`config.mk`:
```
export PLATFORM = sky130hd
export DESIGN_NAME = mult_hilo_unit
export DESIGN_NICKNAME = d
export VERILOG_FILES = /design/src/rtl/mult_hilo_unit_pkg.sv /design/src/rtl/mult_hilo_unit_hilo_reg.sv /design/src/rtl/mult_hilo_unit.sv
export SDC_FILE = /design/constraint.sdc
export NUM_CORES = 1
export LEC_CHECK = 0
export ABC_AREA = 1
export CORE_UTILIZATION = 50
export CTS_BUF_LIST = sky130_fd_sc_hd__clkbuf_4 sky130_fd_sc_hd__clkbuf_8 sky130_fd_sc_hd__clkbuf_16
export DETAILED_ROUTE_END_ITERATION = 12
export PLACE_DENSITY = 0.7
export SYNTH_ARGS = -nofsm -noshare
export SYNTH_HDL_FRONTEND = slang
export SYNTH_HIERARCHICAL = 1
export SYNTH_SLANG_ARGS = --single-unit
export TNS_END_PERCENT = 1
```
`constraint.sdc`:
```
create_clock -name clk -period 2.5 [get_ports clk]
set_input_delay 0.625 -clock clk [delete_from_list [all_inputs] [get_ports clk]]
set_output_delay 0.625 -clock clk [all_outputs]
set_load 0.05 [all_outputs]
```
`src/rtl/mult_hilo_unit_pkg.sv`:
```
// Shared opcode constants (SignaltoMUL codes) and FSM encoding for the HI/LO multiplier.
// The upstream ALU control stage decodes to the same opcode values.
package mult_hilo_unit_pkg;

  localparam logic [5:0] MULT      = 6'b011001;
  localparam logic [5:0] MFHI      = 6'b010000;
  localparam logic [5:0] MFLO      = 6'b010010;
  localparam logic [5:0] HILO_OPEN = 6'b111111;

  localparam int STATE_W = 2;
  typedef logic [STATE_W-1:0] state_t;

  localparam logic [STATE_W-1:0] ST_IDLE = 2'd0;
  localparam logic [STATE_W-1:0] ST_RUN  = 2'd1;
  localparam logic [STATE_W-1:0] ST_DONE = 2'd2;

  function automatic logic is_read_op(input logic [5:0] code);
    return (code == MFHI) || (code == MFLO);
  endfunction

endpackage

```
`src/rtl/mult_hilo_unit_hilo_reg.sv`:
```
// HI/LO result pair: loads a full product on commit_en, and muxes HI or LO onto
// data_out combinationally for MFHI/MFLO (zero otherwise).
module mult_hilo_unit_hilo_reg
  import mult_hilo_unit_pkg::*;
#(
  parameter int WIDTH = 32
) (
  input  logic               clk,
  input  logic               reset,
  input  logic               commit_en,
  input  logic [2*WIDTH-1:0] prod_in,
  input  logic [5:0]         signal_in,
  output logic [WIDTH-1:0]   data_out
);

  logic [WIDTH-1:0] hi_q, hi_d;
  logic [WIDTH-1:0] lo_q, lo_d;

  always_comb begin
    hi_d = hi_q;
    lo_d = lo_q;
    if (commit_en) begin
      hi_d = prod_in[2*WIDTH-1:WIDTH];
      lo_d = prod_in[WIDTH-1:0];
    end
  end

  always_ff @(posedge clk) begin
    if (!reset) begin
      hi_q <= '0;
      lo_q <= '0;
    end else begin
      hi_q <= hi_d;
      lo_q <= lo_d;
    end
  end

  always_comb begin
    data_out = '0;
    if (is_read_op(signal_in)) begin
      data_out = (signal_in == MFHI) ? hi_q : lo_q;
    end
  end

endmodule

```
`src/rtl/mult_hilo_unit.sv`:
```
// Sequential unsigned shift-add multiplier: one add/shift step per clock for ITER
// cycles, product held in DONE until HILO_OPEN commits it into the HI/LO pair.
module mult_hilo_unit
  import mult_hilo_unit_pkg::*;
#(
  parameter int WIDTH = 32,
  parameter int ITER  = 32
) (
  input  logic             clk,
  input  logic             reset,
  input  logic [5:0]       Signal,
  input  logic [WIDTH-1:0] dataA,
  input  logic [WIDTH-1:0] dataB,
  output logic [WIDTH-1:0] dataOut,
  output logic             busy,
  output logic             prod_ready
);

  localparam int CNT_W = (ITER > 1) ? $clog2(ITER) : 1;
  localparam logic [CNT_W-1:0] LAST_CNT = CNT_W'(ITER - 1);

  state_t             state_q, state_d;
  logic [CNT_W-1:0]   iter_cnt_q, iter_cnt_d;
  logic [2*WIDTH-1:0] work_q, work_d;
  logic [WIDTH-1:0]   mcand_q, mcand_d;
  logic               commit;
  logic [WIDTH:0]     upper_sum;

  // Carry out of the upper half is kept so the shifted word never loses a bit.
  always_comb begin
    upper_sum = {1'b0, work_q[2*WIDTH-1:WIDTH]};
    if (work_q[0]) begin
      upper_sum = {1'b0, work_q[2*WIDTH-1:WIDTH]} + {1'b0, mcand_q};
    end
  end

  always_comb begin
    state_d    = state_q;
    iter_cnt_d = iter_cnt_q;
    work_d     = work_q;
    mcand_d    = mcand_q;
    commit     = 1'b0;
    case (state_q)
      ST_IDLE: begin
        if (Signal == MULT) begin
          state_d    = ST_RUN;
          mcand_d    = dataA;
          work_d     = {{WIDTH{1'b0}}, dataB};
          iter_cnt_d = '0;
        end
      end
      ST_RUN: begin
        work_d     = {upper_sum, work_q[WIDTH-1:1]};
        iter_cnt_d = iter_cnt_q + CNT_W'(1);
        if (iter_cnt_q == LAST_CNT) begin
          state_d = ST_DONE;
        end
      end
      ST_DONE: begin
        if (Signal == HILO_OPEN) begin
          commit  = 1'b1;
          state_d = ST_IDLE;
        end else if (Signal == MULT) begin
          state_d    = ST_RUN;
          mcand_d    = dataA;
          work_d     = {{WIDTH{1'b0}}, dataB};
          iter_cnt_d = '0;
        end
      end
      default: begin
        state_d = ST_IDLE;
      end
    endcase
  end

  always_ff @(posedge clk) begin
    if (!reset) begin
      state_q    <= ST_IDLE;
      iter_cnt_q <= '0;
      work_q     <= '0;
      mcand_q    <= '0;
    end else begin
      state_q    <= state_d;
      iter_cnt_q <= iter_cnt_d;
      work_q     <= work_d;
      mcand_q    <= mcand_d;
    end
  end

  assign busy       = (state_q == ST_RUN);
  assign prod_ready = (state_q == ST_DONE);

  mult_hilo_unit_hilo_reg #(
    .WIDTH(WIDTH)
  ) u_hilo_reg (
    .clk       (clk),
    .reset     (reset),
    .commit_en (commit),
    .prod_in   (work_q),
    .signal_in (Signal),
    .data_out  (dataOut)
  );

endmodule

```
======== After elaboration in Yosys (flattened, before gate mapping) ========
Cells that the tools add are included.
word-level totals
  output and inout bits ................... 34
  logic and storage cells ................. 41
  input port bits ......................... 72
  register bits after elaboration ......... 167
cells by class
  eq/ne operators ......................... 9
  multiplexer cells ....................... 18
  reductions and logical operators ........ 6
  add/sub/neg operators ................... 2
operators by type and width
  kind                                                                    number
  64-bit one-hot mux with 3 select lines                                  1
  32-bit 2-to-1 mux                                                       4
  64-bit 2-to-1 mux                                                       2
  32-bit one-hot mux with 2 select lines                                  1
  32-bit by 32-bit adder with 33-bit output                               1
  33-bit 2-to-1 mux                                                       1
  6-bit by 5-bit equality test with 1-bit output (second input constant)  3
  5-bit one-hot mux with 3 select lines                                   1
  5-bit 2-to-1 mux                                                        2
  6-bit equality test (second input constant)                             1
  2-bit 2-to-1 mux                                                        3
  2-bit one-hot mux with 3 select lines                                   1
  5-bit by 1-bit adder with 5-bit output (second input constant)          1
  5-bit equality test (second input constant)                             1
  2-bit AND reduction                                                     2
  3-bit nonzero test                                                      1
  2-bit by 1-bit equality test with 1-bit output (second input constant)  1
  2-bit equality test (second input constant)                             1
  2-bit logical NOT                                                       1
  1-bit 2-to-1 mux                                                        2
  2-bit by 1-bit != test with 1-bit output (second input constant)        1
  2-bit != test (second input constant)                                   1
  2-bit nonzero test                                                      1
  1-bit logical OR                                                        1

======== Logic depth before layout (Yosys ltp) ========
Gate-level depths: netlist of the first run.
  depth after elaboration ................. 4
  mapped depth ............................ 14
  depth with buffers taken out ............ 14

======== By module ========
Netlist of the first run, hierarchy kept.
modules (own cells, without submodules)
  module                   sequential area each (µm²)  cells an instance  area each (µm²)  times used
  mult_hilo_unit           2062.0                      1062               6711.4           1
  mult_hilo_unit_hilo_reg  1281.2                      426                3025.4           1

======== Least setup slack after synthesis of the first run ========
No wires, ideal clock.
  path kind ............................... input -> output
  start ................................... in Signal[0]
  end ..................................... out dataOut[0]
  setup slack ............................. 145 ps
  data arrival time ....................... 1730 ps
  data required time ...................... 1875 ps
  path buffers ............................ 1
  cell stages on the path ................. 6
  path through ............................ inv_1 > nand2_2 > nor2_4 > buf_6 > nand3_1 > nor2_1
on the way
  cells in the longest elaborated chain, start to end .. 3
  elaborated cells on any way between the ends .. 5
  classes of those cells .................. eq/ne: 2; mux: 2; reduce/logical: 1
RTL lines
  what                                                                      RTL line                                                 text
  start, declared                                                           mult_hilo_unit.sv:11                                     input logic [5:0] Signal,
  6-bit by 5-bit equality test with 1-bit output, on equally long branches  mult_hilo_unit_pkg.sv:18, mult_hilo_unit_hilo_reg.sv:41
  32-bit 2-to-1 mux / 1-bit logical OR (equally long branches)              mult_hilo_unit_hilo_reg.sv:41, mult_hilo_unit_pkg.sv:18
  32-bit 2-to-1 mux (*)                                                     mult_hilo_unit_hilo_reg.sv:40                            if (is_read_op(signal_in)) begin
  end, declared                                                             mult_hilo_unit.sv:14                                     output logic [WIDTH-1:0] dataOut,
Mark *: on every way between the ends. The rest lies on a longest branch, timed or not.

======== Final worst setup path of the first run ========
  start ................................... in Signal[0]
  end ..................................... out dataOut[10]
The elaborated chain is that of the path after synthesis.

==> results_dict.tcl, run 1 <==
set metrics [dict create \
    ys_seq_area_share_pct 34.3 \
    hold_viol 0 \
    port_buffers 105 \
    post-cts-setup-buffers 0 \
    overflow 0 \
    nets 1677 \
    max_cap_violations 0 \
    grt_pass1_wl_um 42800 \
    drive_above_1_share_pct 12.6 \
    fin_cells 1842 \
    power_density_nw_per_um2 496 \
    rsz0062_at_grt "no" \
    vias 9531 \
    via_per_inst 5.17 \
    wl_per_cell_um 14.1 \
    htreeDepth 4 \
    cts_tree "yes" \
    hold_depth 2 \
    p_leak_uw 0.00548 \
    clock_latency_ps 440 \
    final_cell_mix "370 x nand2_1, 198 x nor2_1, 167 x dfxtp_1" \
    hold_path.class "flop to flop" \
    fin_crit_sh_pct 97.2 \
    root_buffer "clkbuf_16" \
    clockBufferDepth 2 \
    cp.arrival_ps 1810 \
    antenna_found_initial 0 \
    status "completed" \
    netlist_instances 1488 \
    fin_hold_ws_ps 459 \
    drtIter0Drc 582 \
    max_freq_mhz 411 \
    synth_seq_cells 167 \
    start_util_pct 51.5 \
    post-route-drc-count 0 \
    numClockSinks 167 \
    end_kind "primary output" \
    wirelength_um 26000 \
    final_common_cell "nand2_1" \
    tns_ps 0 \
    grt_pass1_vias 8610 \
    top_usage_layer "met2" \
    synth.net_count 1595 \
    ff_latch_area_um2 3340 \
    fp.dieH_um 142 \
    peakVddDrop_v 0.000497 \
    die_area_um2 20000 \
    crit_type "input port to primary output" \
    crit_required_ps 1880 \
    numPlacedInstances 1811 \
    gp_congestion 0.931 \
    yosys_warnings 6 \
    cts_buffers 17 \
    postRouteAntennaNets 0 \
    critical_path.max_fanout 14 \
    antenna_cells 0 \
    pre_cts_slack_ps -168 \
    fin_ws_ps 69.4 \
    met3_usage_pct 4.66 \
    met1_usage_pct 37.4 \
    grt_max_degree 103 \
    fillCellCount 1778 \
    synth_ff_type "dfxtp_1" \
    skew_ps 6.53 \
    postSynthAreaPerCell_um2 6.54 \
    min_period_ps 2430 \
    drv_slew 0 \
    grt.met2_usage_pct 43.1 \
    area_growth_pct 23.8 \
    synthArstFlopShare_pct 0 \
    slew_headroom_pct 42.6 \
    synth_cell_type_count 43 \
    core_um2 18900 \
    start_kind "input port" \
    worst_pin_slew_ps 859 \
    die_w_um 142 \
    first_pass_iters 5 \
    rows 50 \
    cts.hold.buffers_added 0 \
    clk_pin_slew_worst_paths_ps 60 \
    r2r_cells 14 \
    gr-usage-all-layers_pct 26.8 \
    multi_input_area_um2 5360 \
    finalSetupViolCount 0 \
    io-pin-count 106 \
    dp_hpwl_um 18600 \
    synth-edff-count 0 \
    syn-cell-area_um2 9740 \
]
## synthesized netlist by cell type (2+ instances only)
library cell | count | share of area, %
xor2_1 | 8 | 0.72
o21bai_1 | 5 | 0.39
xnor2_1 | 6 | 0.54
nor3_1 | 9 | 0.46
nand4_1 | 2 | 0.13
o21a_1 | 11 | 0.85
a31oi_1 | 32 | 2.1
ha_1 | 34 | 4.4
a21oi_2 | 3 | 0.27
inv_2 | 3 | 0.12
o21ai_0 | 125 | 6.4
buf_1 | 2 | 0.077
o211ai_1 | 7 | 0.54
inv_1 | 156 | 6.0
nand2_2 | 18 | 1.2
a21oi_1 | 83 | 4.3
buf_2 | 18 | 0.93
nor2_2 | 34 | 2.2
nand3_2 | 3 | 0.31
nor2_4 | 5 | 0.58
dfxtp_1 | 167 | 34
buf_6 | 17 | 2.0
nand3_1 | 73 | 3.8
and2_1 | 3 | 0.19
o21ai_1 | 16 | 0.82
clkbuf_1 | 30 | 1.2
nand2_1 | 370 | 14
clkbuf_8 | 6 | 0.85
nor2_1 | 226 | 8.7
nand3b_1 | 3 | 0.23
## metal layers
metal  routed length (um)  part of all wire, %  vias up
met1                12500                   48     4350
met2                11700                   45      256
met5                    0                    0        -
met4                  279                  1.1        0
met3                 1460                  5.6       25
li1                     -                    -     4900
## worst max-delay path, stage by stage
cell and delay (ps):
dlygate4sd2_1 280, buf_4 150, nor2_4 100, nand3_4 130, buf_12 190, nor2_2 110, nor2_2 70, buf_12 140
## through the flow
stage          cell area (um2)  power [uW]  util (%)
3_3_place_gp             11400        3160      60.1
2_1_floorplan             9740        2950         -
6_report                 12100        5970      63.8
5_1_grt                  12100        6160      63.8
4_1_cts                  12100        6000      63.8
3_5_place_dp             11400        3160      60.1
## layout make-up
class,instances,area share (%)
clock buffers,17,3.53
clock inverters,14,1.75
inverters,161,5.02
multi-input cells,1084,44.5
flip-flops and latches,167,27.7
well taps,260,2.70
repair buffers,139,14.8
## repair_timing
action	CTS	global route
pin swaps	3	0
gates resized for setup	33	1
endpoints found under the setup margin	32	1
hold endpoints to repair	0	0
## where the power goes
| group | internal [uW] | switching (uW) |
|---|---|---|
| logic | 196 | 206 |
| clock network | 1700 | 1170 |
| registers | 2680 | 16.3 |
## state kept, by name, summed over array words and instances (netlist names)
| register | flops |
|---|---|
| iter_cnt_q | 5 |
| mcand_q | 32 |
| state_q | 2 |
| u_hilo_reg/hi_q | 32 |
| u_hilo_reg/lo_q | 32 |
| work_q | 64 |
## cell families (layout without fill, tap and decap cells)
family          count (synthesis)  count (layout)  share of synthesized area [%]
simple gates                  750             750                           32.6
compound gates                285             285                           15.9
buf+inv                       237             331                           11.4
flops                         167             167                           34.3
fa+ha+maj                      35              35                           4.57
xor+xnor                       14              14                           1.26
## final timing paths
kind,startpoint,end,slack (ps)
worst min register to register,u_hilo_reg/lo_q[0],u_hilo_reg/lo_q[0],460
worst max register to register,work_q[32],work_q[53],290
worst min-delay path,u_hilo_reg/lo_q[0],u_hilo_reg/lo_q[0],460
worst max-delay path,Signal[0],dataOut[10],70
Note: power is estimated with default switching activity, not from simulation.
==> inputs of run 2 (changes only) <==
--- a/config.mk
+++ b/config.mk
@@ -12,2 +12,3 @@
 export PLACE_DENSITY = 0.7
+export SLEW_MARGIN = 25
 export SYNTH_ARGS = -nofsm -noshare
--- a/constraint.sdc
+++ b/constraint.sdc
@@ -3,2 +3,2 @@
 set_output_delay 0.625 -clock clk [all_outputs]
-set_load 0.05 [all_outputs]
+set_load 0.01 [all_outputs]
==> run 2 against run 1 <==
- global-route usage is 0.25 points higher
- critical path depth is 1 higher
- wire length is 0.41% lower
- critical path type unchanged
- worst hold slack better by 2.0 ps
- cell count is 0.49% higher
- first-iteration DRC count is 2.9% lower
- largest cell class unchanged
==> results_dict.tcl, run 2 (synthesized netlist as in run 1, its figures left out) <==
set metrics [dict create \
    hold_viol 0 \
    wl_per_cell_um 14.0 \
    numClockSinks 167 \
    via_per_inst 5.09 \
    wirelength_um 25900 \
    area_growth_pct 18.6 \
    crit_type "input port to primary output" \
    start_util_pct 51.5 \
    end_kind "primary output" \
    critical_path.max_fanout 16 \
    wl_met3_um 1130 \
    finalSetupViolCount 0 \
    vias 9417 \
    wl_met2_um 11400 \
    fin_hold_ws_ps 461 \
    top_register "work_q" \
    max_freq_mhz 409 \
    worst_pin_slew_ps 847 \
    gp_congestion 0.906 \
    fin_cells 1851 \
    top_layer "met4" \
    first_pass_iters 5 \
    fin_crit_sh_pct 97.8 \
    hold_path.class "flop to flop" \
    clk_pin_slew_worst_paths_ps 70 \
    final_common_cell "nand2_1" \
    overflow 0 \
    root_buffer "clkbuf_16" \
    fp.dieH_um 142 \
    numPlacedInstances 1815 \
    nets 1685 \
    drtIter0Drc 565 \
    p_leak_uw 0.00542 \
    start_kind "input port" \
    power_density_nw_per_um2 498 \
    r2r_cells 14 \
    slew_headroom_pct 43.5 \
    htreeDepth 4 \
    drive_above_1_share_pct 11.2 \
    slowest_stage "dlygate4sd2_1" \
    max_cap_violations 0 \
    gr-usage-all-layers_pct 27.1 \
    cts.hold.buffers_added 0 \
    largest_reg_flops 64 \
    antenna_cells 0 \
    grt_pass1_wl_um 43300 \
    skew_ps 10.1 \
    grt_pass1_vias 8711 \
    dp_hpwl_um 18700 \
    post-route-drc-count 0 \
    rsz0062_at_grt "no" \
    core_um2 18900 \
    cts_tree "yes" \
    rows 50 \
    clock_latency_ps 440 \
    cp.arrival_ps 1820 \
    clockBufferDepth 2 \
    postRouteAntennaNets 0 \
    cts_buffers 17 \
    status "completed" \
    port_buffers 105 \
    wl_met1_um 13100 \
    max_stage_delay_ps 260 \
    antenna_found_initial 0 \
    final_cell_mix "370 x nand2_1, 226 x nor2_1, 167 x dfxtp_1" \
    grt_max_degree 56 \
    hold_depth 2 \
    drv_slew 0 \
    min_period_ps 2440 \
    die_area_um2 20000 \
    path_cells "dlygate4sd2_1 > inv_1 > nand2_2 > nor2_4 > buf_12 > buf_16 > nand3_1 > nor2_1 > clkdlybuf4s15_2" \
    io-pin-count 106 \
    die_w_um 142 \
    final_util_pct 61.1 \
    crit_required_ps 1880 \
    peakVddDrop_v 0.000440 \
]
[run 2: cell count changes in the layout (fill, tap and decap cells not counted), moves of 6 or more]
cell      before  now
buf_12        46   10
buf_2          1   13
clkbuf_2       0   17
nor2_1       198  226
nor2_2        62   34
buf_4         22   28
[run 2: final cells by class]
cell class	count	area [um2]
Timing Repair Buffer	147	1390
Fill cell	1850	7340
Clock buffer	17	425
Sequential cell	167	3340
Inverter	161	606
Clock inverter	15	178
Multi-Input combinational cell	1084	5290
Tap cell	260	325
[run 2: worst paths after layout]
check | end | from | slack (ps)
min | u_hilo_reg/lo_q[14] | u_hilo_reg/lo_q[14] | 460
max | dataOut[6] | Signal[0] | 60
max reg2reg | work_q[53] | work_q[32] | 240
min reg2reg | u_hilo_reg/lo_q[14] | u_hilo_reg/lo_q[14] | 460
[run 2: worst max-delay path: cells and delay by family]
family,cells,cell delay [ps]
buffers and inverters,5,840
and+or+nand+nor,4,360
[run 2: timing repair]
item,CTS,global route
hold endpoints to repair,0,0
cloned,2,0
pin swaps,3,6
buffers inserted,2,0
gates resized for setup,90,28
endpoints found under the setup margin,32,31
[run 2: power breakdown]
part	switching (uW)	internal, uW	total [uW]	leakage [uW]
sequential	16.5	2680	2700	0.00135
combinational	192	188	380	0.00378
clock	1240	1430	2670	0.000290
total	1450	4300	5750	0.00542
[run 2: metal layers]
layer  up-vias  global-route usage, %
met5         -                      0
li1       4917                      -
met3        23                   3.64
met1      4271                   38.4
met4         0                   6.45
met2       206                   43.5
[run 2: metrics by stage]
step | total power [uW] | worst slack (ps) | area (um2) | TNS [ps]
final | 5750 | 56.0 | 11500 | 0
after global routing | 5940 | 5.72 | 11500 | 0
after CTS | 5790 | 35.5 | 11700 | 0
after detailed placement | 3130 | -412 | 11000 | -13800
after global placement | 3130 | -395 | 11000 | -12980
after floorplan | 2940 | 631 | 9740 | 0
==> inputs of run 3 (changes only) <==
Settings changed: CTS_BUF_LIST sky130_fd_sc_hd__clkbuf_4 sky130_fd_sc_hd__clkbuf_8 sky130_fd_sc_hd__clkbuf_16 to default, SKIP_CTS_REPAIR_TIMING from default to 1.
==> run 3 against run 2 <==
- die area is the same
- sequential power about the same
- clock power hardly changed
- via count increased by 0.90%
- worst hold slack lost 2.2 ps
- first-iteration DRC count is 17% higher
- critical endpoint is now dataOut[27]
- largest cell class unchanged
==> results_dict.tcl, run 3 (synthesized netlist as in run 1, its figures left out) <==
set metrics [dict create \
    wl_per_cell_um 14.1 \
    root_buffer "clkbuf_16" \
    antenna_found_initial 0 \
    grt_max_degree 56 \
    top_layer "met4" \
    dp_hpwl_um 18700 \
    htreeDepth 4 \
    final_common_cell "nand2_1" \
    fin_ws_ps 106 \
    port_buffers 105 \
    antenna_cells 0 \
    post-route-drc-count 0 \
    worst_pin_slew_ps 861 \
    slowest_stage "dlymetal6s2s_1" \
    die_area_um2 20000 \
    top_register "work_q" \
    wl_met2_um 11400 \
    io-pin-count 106 \
    hold_viol 0 \
    path_delay_family "buffers and inverters" \
    grt_pass1_wl_um 42800 \
    critical_path.max_fanout 8 \
    hold_path.class "flop to flop" \
    numClockSinks 167 \
    min_period_ps 2390 \
    critPathBufInv 6 \
    fin_crit_sh_pct 95.8 \
    power_density_nw_per_um2 488 \
    max_freq_mhz 418 \
    start_kind "input port" \
    wl_met3_um 1290 \
    rows 50 \
    drtIter0Drc 660 \
    crit_required_ps 1880 \
    slew_headroom_pct 42.5 \
    cts_buffers 17 \
    die_w_um 142 \
    core_um2 18900 \
    gr-usage-all-layers_pct 26.6 \
    max_stage_delay_ps 170 \
    clockBufferDepth 2 \
    area_growth_pct 21.2 \
    gp_congestion 0.906 \
    rsz0062_at_grt "no" \
    wirelength_um 26100 \
    skew_ps 11.8 \
    nets 1694 \
    fp.dieH_um 142 \
    cp.arrival_ps 1770 \
    wl_met1_um 13100 \
    clock_latency_ps 440 \
    cts_tree "yes" \
    p_leak_uw 0.00595 \
    status "completed" \
    path_cells "dlymetal6s2s_1 > inv_1 > nand2_2 > nor2_4 > buf_12 > buf_4 > clkbuf_16 > nand3_1 > nor2_1 > dlymetal6s2s_1" \
    clk_pin_slew_worst_paths_ps 70 \
    end_kind "primary output" \
    drive_above_1_share_pct 10.1 \
    first_pass_iters 5 \
    max_cap_violations 0 \
    peakVddDrop_v 0.000448 \
    start_util_pct 51.5 \
    crit_path_frequent_cell "dlymetal6s2s_1" \
    via_per_inst 5.11 \
    overflow 0 \
    grt_pass1_vias 8677 \
    largest_reg_flops 64 \
    postRouteAntennaNets 0 \
    final_cell_mix "370 x nand2_1, 225 x nor2_1, 167 x dfxtp_1" \
    vias 9502 \
    fin_hold_ws_ps 459 \
    drv_slew 0 \
    pre_cts_slack_ps -412 \
    finalSetupViolCount 0 \
    crit_type "input port to primary output" \
]
run 3: layout make-up:
type                    count  area (um2)
clock buffers              17         425
clock inverters            15         178
fillers                  1796        7090
inverters                 161         606
multi-input cells        1084        5290
flip-flops and latches    167        3340
well taps                 260         325
repair buffers            156        1630
run 3: worst paths after layout:
| check | from | to | slack (ps) | depth (start not counted) |
|---|---|---|---|---|
| max reg2reg | work_q[32] | work_q[53] | 250 | 14 |
| max | Signal[0] | dataOut[27] | 110 | 10 |
| min reg2reg | u_hilo_reg/lo_q[14] | u_hilo_reg/lo_q[14] | 460 | 2 |
| min | u_hilo_reg/lo_q[14] | u_hilo_reg/lo_q[14] | 460 | 2 |
run 3: per-stage QoR:
stage	cells	area [um2]	total power, uW	TNS (ps)	utilization [%]
CTS	1847	11600	5780	-12830	61.4
global route	1860	11800	5950	0	62.5
global placement	1815	11000	3130	-12980	58.3
floorplan	1488	9740	2940	0	-
detailed placement	1815	11000	3130	-13800	58.3
finish	1860	11800	5760	0	62.5
run 3: power breakdown:
part	total, uW	leakage (uW)	switching, uW	internal (uW)
Combinational	386	0.00432	193	193
Clock	2680	0.000290	1250	1430
Sequential	2700	0.00135	16.5	2680
run 3: tightest hold or removal path, stage by stage, from the launching register on:
cell	delay (ps)
dfxtp_1	300
inv_1	60
a21oi_1	60
run 3: layer usage:
metal / GRT usage (%) / vias to the layer above
li1: - / 4934
met1: 38.0 / 4300
met2: 42.2 / 235
met3: 3.68 / 33
met4: 6.56 / 0
met5: 0 / -
